## src/rtl/gray_counter_bin2gray.sv

```systemverilog
// Combinational binary to reflected-binary Gray encoder.
// Exact inverse of the downstream Gray-to-binary converter.
module bin2gray #(
    parameter int WIDTH = 4
) (
    input  logic [WIDTH-1:0] bin,
    output logic [WIDTH-1:0] gray
);

    always_comb begin
        gray = bin ^ (bin >> 1);
    end

endmodule

```

## src/rtl/gray_counter.sv

```systemverilog
// Synchronous up/down counter with registered Gray-code output and a one-cycle
// terminal-count pulse on every wrap. Priority per edge: rst > load > en > hold.
module gray_counter #(
    parameter int WIDTH = 4
) (
    input  logic             clk,
    input  logic             rst,
    input  logic             en,
    input  logic             up_dn,
    input  logic             load,
    input  logic [WIDTH-1:0] load_bin,
    output logic [WIDTH-1:0] gray_out,
    output logic             tc
);

    localparam logic [WIDTH-1:0] ONE = WIDTH'(1);

    logic [WIDTH-1:0] bin_q;
    logic [WIDTH-1:0] bin_next;
    logic [WIDTH-1:0] load_gray;
    logic [WIDTH-1:0] step_gray;
    logic             wrap;

    // Next count and wrap detection depend only on the current binary state,
    // so gray_out stays a pure flop output.
    always_comb begin
        bin_next = up_dn ? (bin_q + ONE) : (bin_q - ONE);
        wrap     = up_dn ? (&bin_q) : (~|bin_q);
    end

    bin2gray #(.WIDTH(WIDTH)) u_load_enc (
        .bin  (load_bin),
        .gray (load_gray)
    );

    bin2gray #(.WIDTH(WIDTH)) u_step_enc (
        .bin  (bin_next),
        .gray (step_gray)
    );

    always_ff @(posedge clk) begin
        if (rst) begin
            bin_q    <= '0;
            gray_out <= '0;
            tc       <= 1'b0;
        end else if (load) begin
            bin_q    <= load_bin;
            gray_out <= load_gray;
            tc       <= 1'b0;
        end else if (en) begin
            bin_q    <= bin_next;
            gray_out <= step_gray;
            tc       <= wrap;
        end else begin
            tc       <= 1'b0;
        end
    end

endmodule

```

## config.mk

```make
export PLATFORM = sky130hd
export DESIGN_NAME = gray_counter
export DESIGN_NICKNAME = d
export VERILOG_FILES = /design/src/rtl/gray_counter_bin2gray.sv /design/src/rtl/gray_counter.sv
export SDC_FILE = /design/constraint.sdc
export NUM_CORES = 1
export LEC_CHECK = 0
export BUFFER_PORTS_ARGS = -buffer_cell sky130_fd_sc_hd__buf_4
export CORE_MARGIN = 2
export CORE_UTILIZATION = 45
export DETAILED_ROUTE_END_ITERATION = 12
export PLACE_DENSITY = 0.71
export SETUP_SLACK_MARGIN = 0.4
export SLEW_MARGIN = 10
export SYNTH_ARGS = -nofsm -noshare
export SYNTH_HDL_FRONTEND = slang
export SYNTH_HIERARCHICAL = 1
export SYNTH_SLANG_ARGS = --single-unit
```

## constraint.sdc

```tcl
create_clock -name clk -period 2.4 [get_ports clk]
set_input_delay 0.12 -clock clk [delete_from_list [all_inputs] [get_ports clk]]
set_output_delay 0.12 -clock clk [all_outputs]
set_load 0.02 [all_outputs]
```

# Word level (Yosys, flattened, before mapping)
# Index checks and enable logic that the tools add are counted.
# totals
ff_bits	9
latch_bits	0
ram_bits	0
mem_bits_ro	0
in_bits	9
output_inout_bits	5
wordCells	19
n_memories	0
# op_classes
n_addsub	2
n_mul	0
div_mod_pow	0
n_lt_le_gt_ge	0
eq_ne	0
shifts	0
n_mux	6
bitwise	3
reduce_logical	5
# op_table
cell	n
$mux W4	5
$xor A4 B3 Y4	2
$add A4 B1 Y4 const B	1
$reduce_and A4 Y1	1
$reduce_or A4 Y1	1
$sub A4 B1 Y4 const B	1
$reduce_or A3 Y1	1
$reduce_bool A2 Y1	1
$logic_not A1 Y1	1
$mux W1	1
$not A1 Y1	1

# Logic depth before layout (Yosys ltp)
# Gate-level depths: netlist of the first run.
# logic_depth
ltp_word	5
ltp_mapped	9
depth_no_buf	9

# Cells and area by module
# The synthesis of the first run kept the hierarchy.
# by_module_without_submodules
mod	instances	cells_each	area_per_inst_um2	seq_area_each_um2
gray_counter	1	55	535.5	180.2
bin2gray	2	4	33.8	0.0

# Worst setup path before layout of the first run
# OpenSTA, ideal clock, no wires.
# synth_path
path_type	register to register
start	register bin_q[2]
end	register gray_out[2]
setup_time_ns	0.118
arrival_ns	1.594
t_required_ns	2.282
path_slack_ns	0.688
stages_incl_launch_ff	9
n_path_buf	0
period_less_slack_ns	1.712
cell_sequence	dfxtp_1 -> ha_1 -> a21oi_1 -> and2_1 -> xnor2_1 -> xor2_1 -> mux2_2 -> mux2i_1 -> nor2_1
# synth_between
elab_chain_cells	5
elab_cells_between_ends	6
cone_classes	add/sub (2); mux (3); bitwise (1)
# synth_lines
item	line_no	source
start: declaration	gray_counter.sv:18	logic [WIDTH-1:0] bin_q;
start signal: assignment	gray_counter.sv:47	bin_q <= load_bin;
start signal: assignment	gray_counter.sv:51	bin_q <= bin_next;
$sub A4 B1 Y4 / $add A4 B1 Y4 (equally long branches)	gray_counter.sv:27	bin_next = up_dn ? (bin_q + ONE) : (bin_q - ONE);
$mux W4 *	gray_counter.sv:27	
named net bin_next[3]	gray_counter.sv:19	logic [WIDTH-1:0] bin_next;
$xor A4 B3 Y4 *	gray_counter_bin2gray.sv:11	gray = bin ^ (bin >> 1);
named net step_gray[2]	gray_counter.sv:21	logic [WIDTH-1:0] step_gray;
$mux W4 *	gray_counter.sv:50	end else if (en) begin
$mux W4 *	gray_counter.sv:46	end else if (load) begin
end signal: assignment	gray_counter.sv:48	gray_out <= load_gray;
end signal: assignment	gray_counter.sv:52	gray_out <= step_gray;
end: declaration	gray_counter.sv:12	output logic [WIDTH-1:0] gray_out,
# Mark *: on every way through the listed nets, which the timed path passes. The rest lies on a longest branch. The select of a mux whose other input is x is not followed.
# A chain may end at the register's enable or synchronous reset.

# Worst setup path in the final report of the first run
# Same ends and word-level chain as after synthesis.

==> results of run 1 <==
==> state kept, by name, summed over array words and instances (netlist names) <==
register / count
tc: 1
bin_q: 4
gray_out: 4
==> worst paths after layout <==
kind,startpoint,to,depth (start not counted)
hold / removal,load_bin[0],bin_q[0]$_SDFFE_PP0P_,3
setup / recovery,bin_q[2]$_SDFFE_PP0P_,gray_out[2]$_SDFFE_PP0P_,8
hold reg to reg,bin_q[2]$_SDFFE_PP0P_,bin_q[2]$_SDFFE_PP0P_,2
setup reg to reg,bin_q[2]$_SDFFE_PP0P_,gray_out[2]$_SDFFE_PP0P_,8
==> where the power goes <==
group / internal [uW] / leakage [uW] / switching (uW)
combinational: 81.7 / 0.000237 / 75.2
clock: 64.2 / 0.0000150 / 54.2
sequential: 165 / 0.0000745 / 12.6
total: 311 / 0.000326 / 142
==> stage by stage <==
| stage | instance area (um^2) | hold slack (ns) | instances |
|---|---|---|---|
| floorplan | 603 | 0.261 | 63 |
| global placement | 687 | 0.374 | 86 |
| detailed placement | 687 | 0.384 | 86 |
| CTS | 713 | 0.108 | 90 |
| global route | 713 | 0.108 | 90 |
| finish | 713 | 0.113 | 90 |
==> layout make-up <==
type | instances | area (um^2)
Clock buffer | 4 | 26.3
Sequential cell | 9 | 180
Fill cell | 127 | 556
Inverter | 2 | 7.51
Tap cell | 15 | 18.8
Multi-Input combinational cell | 47 | 383
Timing Repair Buffer | 13 | 97.6
==> Yosys cell counts <==
cell	number	area, um^2
sky130_fd_sc_hd__a21oi_1	2	10.0
sky130_fd_sc_hd__and2_1	1	6.26
sky130_fd_sc_hd__buf_2	1	5.00
sky130_fd_sc_hd__buf_4	3	22.5
sky130_fd_sc_hd__clkbuf_2	1	5.00
sky130_fd_sc_hd__dfxtp_1	9	180
sky130_fd_sc_hd__fa_1	1	20.0
sky130_fd_sc_hd__ha_1	2	25.0
sky130_fd_sc_hd__inv_1	2	7.51
sky130_fd_sc_hd__mux2_2	5	56.3
sky130_fd_sc_hd__mux2i_1	7	70.1
sky130_fd_sc_hd__nand2b_1	1	6.26
sky130_fd_sc_hd__nand3_1	1	5.00
sky130_fd_sc_hd__nand3b_1	1	7.51
sky130_fd_sc_hd__nand4_1	2	12.5
sky130_fd_sc_hd__nor2_1	8	30.0
sky130_fd_sc_hd__nor3b_1	2	15.0
sky130_fd_sc_hd__o21a_1	1	7.51
sky130_fd_sc_hd__o221ai_1	1	8.76
sky130_fd_sc_hd__o31ai_1	1	7.51
sky130_fd_sc_hd__or4_1	1	7.51
sky130_fd_sc_hd__xnor2_1	2	17.5
sky130_fd_sc_hd__xor2_1	8	70.1
==> cell families after synthesis <==
| logic type | share of synthesized area |
|---|---|
| AO/OA/AOI/OAI | 0.0560 |
| multiplexers | 0.210 |
| adder cells (fa/ha/maj) | 0.0747 |
| flip-flops | 0.299 |
| XOR/XNOR | 0.145 |
| AND/OR/NAND/NOR | 0.149 |
| buffers and inverters | 0.0664 |
==> critical path, cell delays in order (launching register included) <==
cell	delay (ns)
sky130_fd_sc_hd__dfxtp_1	0.34
sky130_fd_sc_hd__ha_1	0.33
sky130_fd_sc_hd__a21oi_1	0.19
sky130_fd_sc_hd__and2_1	0.18
sky130_fd_sc_hd__xnor2_1	0.11
sky130_fd_sc_hd__xor2_1	0.15
sky130_fd_sc_hd__mux2_2	0.27
sky130_fd_sc_hd__mux2i_1	0.13
sky130_fd_sc_hd__nor2_1	0.05
==> per-layer routing <==
layer | share of wire | global-route usage | vias to the layer above
met4 | 0.0083 | 0.0500 | 0
met5 | 0 | 0 | -
met3 | 0.056 | 0.0815 | 2
li1 | - | - | 240
met2 | 0.47 | 0.238 | 11
met1 | 0.46 | 0.186 | 222
==> metrics.log, run 1 <==
INFO  metric run_status = complete, no violations
INFO  metric critical_path.endpoint_type = flip-flop
INFO  metric antenna_diode_count = 0
INFO  metric remaining_drc_errors = 0
INFO  metric number_of_setup_buffers_added_after_cts = 0
INFO  metric core_area = 1270 um^2
INFO  metric netlist_area = 603 um^2
INFO  metric post_cts.resized_instances = 0
INFO  metric floorplan.initialDensity = 0.475
INFO  metric clock_tree_from_tritoncts = built
INFO  metric cp.required = ~2.6 ns
INFO  metric dpl.hpwl = just under 800 um
INFO  metric path_max_fanout = 4
INFO  metric holdBufCountCts = 0
INFO  metric avgRoutedWirePerCell = 12.0 um
INFO  metric postSynthCellCount = 63
INFO  metric grt_setup_unrepaired = no
INFO  metric gpl.final_weighted_congestion = 0.707
INFO  metric final-hold-violation-count = 0
INFO  metric dp_worst_setup_slack = 0.546 ns
INFO  metric yosys_warnings = 6
INFO  metric synth_seq_cells = 9
INFO  metric grt-ovfl-total = 0
INFO  metric drt_first_pass_iters = 1
INFO  metric final_nets = 88
INFO  metric layout-drive-gt1-share = 0.280
INFO  metric p_per_area = 636 nW/um^2
INFO  metric vias = 475
INFO  metric vias_per_inst = 5.28
INFO  metric timing.max_slew.rel_slack = 0.772
INFO  metric final_min_period_over_clock_period = 0.765
INFO  metric design_power_total = approximately 450 uW
INFO  metric worst_clock_skew = 0.00258 ns
INFO  metric worst-setup-path-type = reg2reg
INFO  metric setup_violations = 0
INFO  metric grt_pass1_vias = 388
INFO  metric worst_ep_arrival_time = 1.99 ns
INFO  metric grt_max_degree = 12
INFO  metric dieArea = between 1500 and 2000 um^2
INFO  metric fin_crit_period = 1.84 ns
INFO  metric synth_cell_types = 23
INFO  metric synth_nets = 75
INFO  metric timing.hold.worst.class = in2reg
INFO  metric buffer_ports.inserted = 13
INFO  metric clock_insertion_delay_worst_skew = ~0.26 ns
INFO  metric rows = 13
INFO  metric achievable_freq = between 500 and 600 MHz
INFO  metric die_width = approximately 40 um
INFO  metric timing_worst_slew_pin_value = roughly 0.34 ns
INFO  metric layout_commonest_cell = sky130_fd_sc_hd__buf_4
INFO  metric clkTransAtPathRegs = 0.06 ns
INFO  metric finalMaxSlewViolations = 0
INFO  metric cts-root-to-sink-buffers = 2
INFO  metric power.leakage = roughly 0.00033 uW
INFO  metric detailed_route_iter0_violations = 0
INFO  metric layout.cells.most_common_list = sky130_fd_sc_hd__buf_4, sky130_fd_sc_hd__dfxtp_1, sky130_fd_sc_hd__xor2_1, sky130_fd_sc_hd__nor2_1, sky130_fd_sc_hd__mux2i_1
INFO  metric antenna_violating_nets_post_route = 0
INFO  metric clock_sink_count = 9
INFO  metric die-height = 40.6 um
INFO  metric grt_first_pass_wirelength = between 1.5 and 2 mm
INFO  metric cts_inserted_buffers = 3
INFO  metric cts_root_buf = sky130_fd_sc_hd__clkbuf_4
INFO  metric synth_seq_area_share = 0.299
INFO  metric antenna_found_initial = 0
INFO  metric syn_to_final_growth = 18.3%
INFO  metric final_core_util = 0.562
INFO  metric htree_num_levels = 1
INFO  metric io-pin-count = 14
INFO  metric timing.critical_path.from_type = flip-flop
INFO  metric groute.usage.overall = 0.156
INFO  metric max-vdd-ir-drop = 0.360 mV
INFO  metric final_critical_path_setup_slack = between 0.5 and 0.6 ns
INFO  metric drt_wl_total = roughly 1.1 mm
INFO  metric reg2reg_slack = 0.56 ns
INFO  metric cap_viol_max_count = 0
INFO  metric syn_avg_cell_area = 9.57 um^2
INFO  metric setup_tns = 0 ns
Note: power is estimated with default switching activity, not from simulation.
==> inputs of run 2 (changes only) <==
==> constraint.sdc (replaced) <==
create_clock -name clk -period 1.9 [get_ports clk]
set_input_delay 0.095 -clock clk [delete_from_list [all_inputs] [get_ports clk]]
set_output_delay 0.095 -clock clk [all_outputs]
set_load 0.02 [all_outputs]
==> run 2 against run 1 <==
Against the previous run: core utilization rose by 16 points; fmax rose by 3.9%; combinational power rose by 92%; hold slack got worse by 0.038 ns; flip-flop and latch count did not move; critical endpoint unchanged.
==> metrics.log, run 2 (synthesis gave the netlist of run 1 again) <==
INFO  metric run_status = complete, no violations
INFO  metric setup_tns = 0 ns (unchanged)
INFO  metric timing.critical_path.slowest_cell_delay = 0.35 ns (about the same)
INFO  metric grt_pass1_vias = 480 (+24%)
INFO  metric final_nets = 99 (+13%)
INFO  metric htree_num_levels = 1 (unchanged)
INFO  metric die-height = 40.6 um (unchanged)
INFO  metric worst_path_max_delay_cell = sky130_fd_sc_hd__dfxtp_4
INFO  metric avgRoutedWirePerCell = 14.7 um (+22%)
INFO  metric p_per_area = 739 nW/um^2 (+16%)
INFO  metric drt_wl_total = 1.48 mm (+37%)
INFO  metric grt_first_pass_wirelength = 2.15 mm (+33%)
INFO  metric antenna_violating_nets_post_route = 0 (unchanged)
INFO  metric final-hold-violation-count = 0 (unchanged)
INFO  metric worst-setup-path-type = reg2reg
INFO  metric grt-ovfl-total = 0 (unchanged)
INFO  metric io-pin-count = 14 (unchanged)
INFO  metric largestRegisters = bin_q x4, gray_out x4, tc x1
INFO  metric fin_crit_period = 1.77 ns (-0.0694 ns)
INFO  metric clock_insertion_delay_worst_skew = 0.26 ns (about the same)
INFO  metric timing.hold.worst.class = in2reg
INFO  metric worst_setup_path_startpoint = bin_q[2]$_SDFFE_PP0P_
INFO  metric remaining_drc_errors = 0 (unchanged)
INFO  metric grt_setup_unrepaired = yes
INFO  metric path_cells = ha_4, a21oi_4, and2_4, xnor2_2, xor2_1, mux2_2, mux2i_1, nor2_1
INFO  metric vias = 536 (+13%)
INFO  metric layout.area.seq = 191 um^2 (+6.3%)
INFO  metric dieArea = 1650 um^2 (unchanged)
INFO  metric core_area = 1270 um^2 (unchanged)
INFO  metric power.share.clock = 0.227 (-0.034)
INFO  metric groute.usage.overall = 0.200 (+0.0447)
INFO  metric final_min_period_over_clock_period = 0.930 (+0.165)
INFO  metric p_seq_frac = 0.330 (-0.063)
INFO  metric die_width = 40.6 um (unchanged)
INFO  metric power.leakage = 0.000409 uW (+25%)
INFO  metric syn_to_final_growth = 52.5%
INFO  metric achievable_freq = 566 MHz (+3.9%)
INFO  metric multi_input_comb_area = 477 um^2 (+25%)
INFO  metric timing.max_slew.rel_slack = 0.740 (-0.0322)
INFO  metric cts_inserted_buffers = 3 (unchanged)
INFO  metric timing_worst_slew_pin_value = 0.388 ns (+0.0462 ns)
INFO  metric layout.cells.most_common_list = sky130_fd_sc_hd__buf_4, sky130_fd_sc_hd__nor2_1, sky130_fd_sc_hd__mux2i_1, sky130_fd_sc_hd__xor2_1, sky130_fd_sc_hd__dfxtp_1
INFO  metric timing.critical_path.from_type = flip-flop
INFO  metric setup_violations = 0 (unchanged)
INFO  metric worst_clock_skew = 0.00122 ns (-0.00136 ns)
INFO  metric cts-root-to-sink-buffers = 2 (unchanged)
INFO  metric detailed_route_iter0_violations = 10 (+10)
INFO  metric drt_first_pass_iters = 2 (+1)
INFO  metric holdBufCountCts = 0 (unchanged)
INFO  metric final_core_util = 0.725 (+0.163)
INFO  metric clock_sink_count = 9 (unchanged)
INFO  metric floorplan.initialDensity = 0.475 (unchanged)
INFO  metric cts_root_buf = sky130_fd_sc_hd__clkbuf_4
INFO  metric worst_ep_arrival_time = 1.92 ns (-0.07 ns)
INFO  metric cap_viol_max_count = 0 (unchanged)
INFO  metric layout_commonest_cell = sky130_fd_sc_hd__buf_4
INFO  metric layout-drive-gt1-share = 0.512 (+0.232)
INFO  metric power.share.combinational = 0.443 (+0.097)
INFO  metric antenna_found_initial = 0 (unchanged)
INFO  metric fill_cells = 95 (-25%)
INFO  metric buffer_ports.inserted = 13 (unchanged)
INFO  metric antenna_diode_count = 0 (unchanged)
INFO  metric sw_frac_of_total = 0.325 (+0.0114)
INFO  metric clkTransAtPathRegs = 0.06 ns (about the same)
INFO  metric hold_start = load_bin[0]
INFO  metric rows = 13 (unchanged)
INFO  metric max-vdd-ir-drop = 0.436 mV (+21%)
INFO  metric gpl.final_weighted_congestion = 0.678 (-4.0%)
INFO  metric clock_tree_from_tritoncts = built
INFO  metric p_switching = 221 uW (+55%)
INFO  metric vias_per_inst = 5.31 (+0.55%)
INFO  metric path_max_fanout = 3 (-1)
INFO  metric critical_path.endpoint_type = flip-flop
INFO  metric dpl.hpwl = 813 um (+2.4%)
INFO  metric cellInternalPower = 459 uW (+47%)
INFO  metric grt_max_degree = 12 (unchanged)
INFO  metric reg2reg_from = bin_q[2]$_SDFFE_PP0P_
INFO  metric finalMaxSlewViolations = 0 (unchanged)
INFO  metric cp.required = 2.06 ns (-0.50 ns)
-- run 2: cell types whose count changed in the layout (fill, tap and decap cells not counted), moves of 2 or more --
cell / change
sky130_fd_sc_hd__dfxtp_4: +3
sky130_fd_sc_hd__buf_4: +6
sky130_fd_sc_hd__ha_4: +2
sky130_fd_sc_hd__buf_6: +5
sky130_fd_sc_hd__mux2_4: +2
sky130_fd_sc_hd__dfxtp_1: -3
sky130_fd_sc_hd__mux2_2: -2
sky130_fd_sc_hd__ha_1: -2
-- run 2: layout make-up --
cell class              instances  share of cell area
repair buffers                 24               0.216
multi-input cells              47               0.518
flip-flops and latches          9               0.208
well taps                      15              0.0204
clock buffers                   4              0.0286
inverters                       2             0.00816
-- run 2: final timing paths --
check,endpoint,slack (ns),cells after the start
setup reg to reg,gray_out[2]$_SDFFE_PP0P_,0.13,8
setup / recovery,gray_out[2]$_SDFFE_PP0P_,0.13,8
hold / removal,bin_q[0]$_SDFFE_PP0P_,0.08,3
hold reg to reg,gray_out[1]$_SDFFE_PP0P_,0.63,3
-- run 2: routing by layer --
layer | track usage | routed length [um] | vias up
met4 | 0.0750 | 19 | 0
met1 | 0.230 | 633 | 258
met2 | 0.353 | 768 | 13
met3 | 0.0489 | 62 | 3
met5 | 0 | 0 | -
li1 | - | - | 262
-- run 2: timing repair --
action / 4_1_cts / 5_1_grt
setup endpoints to repair: 4 / 6
resized for setup: 8 / 9
pin swaps: 7 / 5
buffers inserted: 10 / 1
-- run 2: power by group through the flow --
stage	Combinational [uW]	Sequential, uW	Clock, uW
floorplan	156	245	0
global placement	211	233	0
detailed placement	213	233	0
CTS	264	224	158
global route	327	227	172
finish	301	224	155
-- run 2: worst max-delay path: cells and delay by family, from the launching register on --
| family | cells | cell delay (ns) |
|---|---|---|
| flip-flops | 1 | 0.35 |
| XOR/XNOR | 2 | 0.22 |
| AO/OA/AOI/OAI | 1 | 0.17 |
| adder cells (fa/ha/maj) | 1 | 0.27 |
| AND/OR/NAND/NOR | 2 | 0.24 |
| multiplexers | 2 | 0.41 |
-- run 2: metrics by stage --
step	hold WS (ns)	cell area (um^2)	setup slack (ns)	cells	total power, uW
6_report	0.0750	920	0.132	101	680
5_1_grt	0.0838	920	0.0676	101	727
4_1_cts	0.0624	861	0.217	100	646
3_5_place_dp	0.347	731	0.0961	86	446
3_3_place_gp	0.346	731	0.116	86	444
2_1_floorplan	0.236	647	0.258	63	401
==> inputs of run 3 (changes only) <==
--- a/config.mk
+++ b/config.mk
@@ -5,11 +5,12 @@
 export SDC_FILE = /design/constraint.sdc
 export NUM_CORES = 1
 export LEC_CHECK = 0
+export ABC_AREA = 1
 export BUFFER_PORTS_ARGS = -buffer_cell sky130_fd_sc_hd__buf_4
 export CORE_MARGIN = 2
 export CORE_UTILIZATION = 45
 export DETAILED_ROUTE_END_ITERATION = 12
-export PLACE_DENSITY = 0.71
+export PLACE_DENSITY = 0.7
 export SETUP_SLACK_MARGIN = 0.4
 export SLEW_MARGIN = 10
 export SYNTH_ARGS = -nofsm -noshare
==> run 3 against run 2 <==
Against the previous run: hold slack gained 0.040 ns; first-iteration DRC count is the same; flip-flop and latch count unchanged; largest cell class unchanged; sequential power decreased by 3%; fmax up 18%; routed wire length fell by 3.4%; via count grew 25%; final cell count up 37%; area after synthesis increased by 11%; core utilization fell by 9.9 points; synthesized cell count rose by 71%.
==> metrics.log, run 3 <==
INFO  metric netlist_area = 668 um^2 (+11%)
INFO  metric synth_seq_cells = 9 (unchanged)
INFO  metric setup_tns = 0 ns (unchanged)
INFO  metric cpLargestDelayFamily = simple AND/OR/NAND/NOR gates
INFO  metric grt_setup_unrepaired = yes
INFO  metric vias_per_inst = 4.84 (-8.8%)
INFO  metric grt_max_degree = 11 (-1)
INFO  metric critical_path.endpoint_type = flip-flop
INFO  metric yosys.cell_count.top_type = sky130_fd_sc_hd__nand2_1
INFO  metric design_power_total = 568 uW (-16%)
INFO  metric fin_crit_period = 1.50 ns (-0.267 ns)
INFO  metric clkTransAtPathRegs = 0.06 ns (about the same)
INFO  metric worst-setup-path-type = reg2reg
INFO  metric final_core_util = 0.626 (-0.0993)
INFO  metric synth_nets = 120 (+60%)
INFO  metric synth_enable_flop_cells = 0 (unchanged)
INFO  metric rr_worst_depth = 11 (+3)
INFO  metric timing.max_slew.rel_slack = 0.838 (+0.0979)
INFO  metric cellInternalPower = 373 uW (-19%)
INFO  metric grt-ovfl-total = 0 (unchanged)
INFO  metric cts-root-to-sink-buffers = 2 (unchanged)
INFO  metric layout_commonest_cell = sky130_fd_sc_hd__nand2_1
INFO  metric dpl.hpwl = 1.07 mm (+32%)
INFO  metric p_switching = 194 uW (-12%)
INFO  metric sw_frac_of_total = 0.342 (+0.0175)
INFO  metric syn_avg_cell_area = 6.19 um^2 (-35%)
INFO  metric remaining_drc_errors = 0 (unchanged)
INFO  metric achievable_freq = 666 MHz (+18%)
INFO  metric antenna_found_initial = 0 (unchanged)
INFO  metric grt_first_pass_wirelength = 2.35 mm (+9.3%)
INFO  metric core_area = 1350 um^2 (+6.4%)
INFO  metric number_of_logic_stages_on_the_critical_path_including_buffering = 11 (+3)
INFO  metric timing.critical_path.slowest_cell_delay = 0.36 ns (about the same)
INFO  metric fill_cells = 129 (+36%)
INFO  metric multi_input_comb_area = 423 um^2 (-11%)
INFO  metric number_of_setup_buffers_added_after_cts = 0 (-10)
INFO  metric worst_path_max_delay_cell = sky130_fd_sc_hd__dfxtp_4
INFO  metric synth_seq_area_share = 0.270 (-0.0291)
INFO  metric layout.area.seq = 186 um^2 (-2.6%)
INFO  metric final-hold-violation-count = 0 (unchanged)
INFO  metric largestRegisters = bin_q x4, gray_out x4, tc x1
INFO  metric power.share.combinational = 0.348 (-0.095)
INFO  metric detailed_route_iter0_violations = 10 (unchanged)
INFO  metric syn_to_final_growth = 26.4%
INFO  metric vias = 668 (+25%)
INFO  metric htree_num_levels = 1 (unchanged)
INFO  metric worst_ep_arrival_time = 1.67 ns (-0.25 ns)
INFO  metric layout.cells.most_common_list = sky130_fd_sc_hd__nand2_1, sky130_fd_sc_hd__inv_1, sky130_fd_sc_hd__buf_4
INFO  metric cts_inserted_buffers = 3 (unchanged)
INFO  metric layout-drive-gt1-share = 0.244 (-0.268)
INFO  metric io-pin-count = 14 (unchanged)
INFO  metric avgRoutedWirePerCell = 10.4 um (-29%)
INFO  metric synth_largest_area_cell = sky130_fd_sc_hd__dfxtp_1
INFO  metric path_max_fanout = 4 (+1)
INFO  metric synthFlopType = sky130_fd_sc_hd__dfxtp_1
INFO  metric timing.hold.worst.class = in2reg
INFO  metric power.share.clock = 0.268 (+0.041)
INFO  metric async_flop_share = 0 (unchanged)
INFO  metric cts_root_buf = sky130_fd_sc_hd__clkbuf_4
INFO  metric drt_wl_total = 1.43 mm (-3.4%)
INFO  metric final_nets = 136 (+37%)
INFO  metric synth_cell_types = 23 (unchanged)
INFO  metric setup_violations = 0 (unchanged)
INFO  metric clock_sink_count = 9 (unchanged)
INFO  metric max-vdd-ir-drop = 0.519 mV (+19%)
INFO  metric timing.critical_path.mode_cell = sky130_fd_sc_hd__nand2_1
INFO  metric timing_worst_slew_pin_value = 0.243 ns (-0.144 ns)
INFO  metric buffer_ports.inserted = 13 (unchanged)
INFO  metric synth_top_area_share = 0.270 (-0.0291)
INFO  metric die-height = 42.5 um (+4.7%)
INFO  metric groute.usage.overall = 0.171 (-0.0296)
INFO  metric antenna_violating_nets_post_route = 0 (unchanged)
INFO  metric clock_insertion_delay_worst_skew = 0.27 ns (about the same)
INFO  metric timing.critical_path.from_type = flip-flop
INFO  metric yosys_warnings = 6 (unchanged)
INFO  metric grt_pass1_vias = 530 (+10%)
INFO  metric path_cells = ha_4, or2_4, nand2_1, nand2_1, and2_4, nand2_1, nand2_1, nand2_1, nand3_1, nand2_1, inv_1
INFO  metric final_min_period_over_clock_period = 0.790 (-0.140)
INFO  metric worst_clock_skew = 0.00195 ns (+0.000726 ns)
INFO  metric power.leakage = 0.000480 uW (+17%)
INFO  metric p_seq_frac = 0.384 (+0.054)
INFO  metric p_per_area = 672 nW/um^2 (-9.1%)
INFO  metric synth.cells.most_frequent = sky130_fd_sc_hd__nand2_1, sky130_fd_sc_hd__inv_1, sky130_fd_sc_hd__dfxtp_1
INFO  metric floorplan.initialDensity = 0.495 (+0.0196)
INFO  metric gpl.final_weighted_congestion = 0.789 (+16%)
INFO  metric run_status = complete, no violations
INFO  metric antenna_diode_count = 0 (unchanged)
INFO  metric ys_top_cells_by_area = sky130_fd_sc_hd__dfxtp_1, sky130_fd_sc_hd__nand2_1, sky130_fd_sc_hd__inv_1
INFO  metric dieArea = 1810 um^2 (+9.7%)
INFO  metric die_width = 42.5 um (+4.7%)
INFO  metric cap_viol_max_count = 0 (unchanged)
INFO  metric postSynthCellCount = 108 (+71%)
INFO  metric drt_first_pass_iters = 4 (+2)
INFO  metric rows = 13 (unchanged)
INFO  metric hold_depth = 3 (unchanged)
INFO  metric clock_tree_from_tritoncts = built
INFO  metric finalMaxSlewViolations = 0 (unchanged)
INFO  metric crit_buf_inv = 1 (+1)
INFO  metric cp.required = 2.07 ns (about the same)
==> run 3: what timing repair did <==
action / CTS / global route
endpoints found under the setup margin: 2 / 4
hold buffers: 1 / 0
hold endpoints to repair: 1 / 0
gates resized for setup: 6 / 5
pin swaps: 1 / 1
==> run 3: power groups by stage <==
| stage | Sequential, uW | Clock, uW | Combinational, uW |
|---|---|---|---|
| finish | 218 | 152 | 198 |
| global route | 221 | 162 | 222 |
| CTS | 217 | 153 | 180 |
| detailed placement | 220 | 0 | 169 |
| global placement | 219 | 0 | 167 |
| floorplan | 227 | 0 | 117 |
==> run 3: kinds of logic (layout without fill, tap and decap cells) <==
logic type,after synthesis,after routing,share of synthesized area
flops,9,9,0.270
simple gates,62,62,0.399
xor+xnor,1,1,0.0131
compound gates,8,8,0.0880
buf+inv,25,40,0.163
fa+ha+maj,3,3,0.0674
==> run 3: tightest hold or removal path: cells and delay by family <==
kind                   cells  cell delay [ns]
buffers and inverters      1             0.12
AO/OA/AOI/OAI              1             0.07
AND/OR/NAND/NOR            1             0.06
==> run 3: final timing paths <==
path | endpoint | from | slack (ns)
worst min-delay path | bin_q[2]$_SDFFE_PP0P_ | load_bin[2] | 0.11
worst min register to register | tc$_SDFF_PP0_ | bin_q[1]$_SDFFE_PP0P_ | 0.48
worst max register to register | gray_out[2]$_SDFFE_PP0P_ | bin_q[2]$_SDFFE_PP0P_ | 0.40
worst max-delay path | gray_out[2]$_SDFFE_PP0P_ | bin_q[2]$_SDFFE_PP0P_ | 0.40
==> run 3: stage by stage <==
stage	hold slack (ns)	setup slack, ns	cells	area [um^2]
6_report	0.115	0.399	138	845
4_1_cts	0.115	0.401	138	822
2_1_floorplan	0.164	0.417	108	668
3_5_place_dp	0.278	0.310	133	758
5_1_grt	0.145	0.302	138	845
3_3_place_gp	0.279	0.314	133	758
==> run 3: layer usage <==
metal  GRT usage  routed length [um]  vias to the layer above
met5           0                   0                        -
met4      0.0563                  22                        0
met3      0.0259                  43                        3
met2       0.234                 654                       11
met1       0.266                 713                      299
li1            -                   -                      355
==> run 3: area by class of cell <==
class                           count  area share
Inverter                           22      0.0978
Timing Repair Buffer               14       0.127
Clock buffer                        4      0.0311
Multi-Input combinational cell     74       0.501
Sequential cell                     9       0.221
Tap cell                           15      0.0222
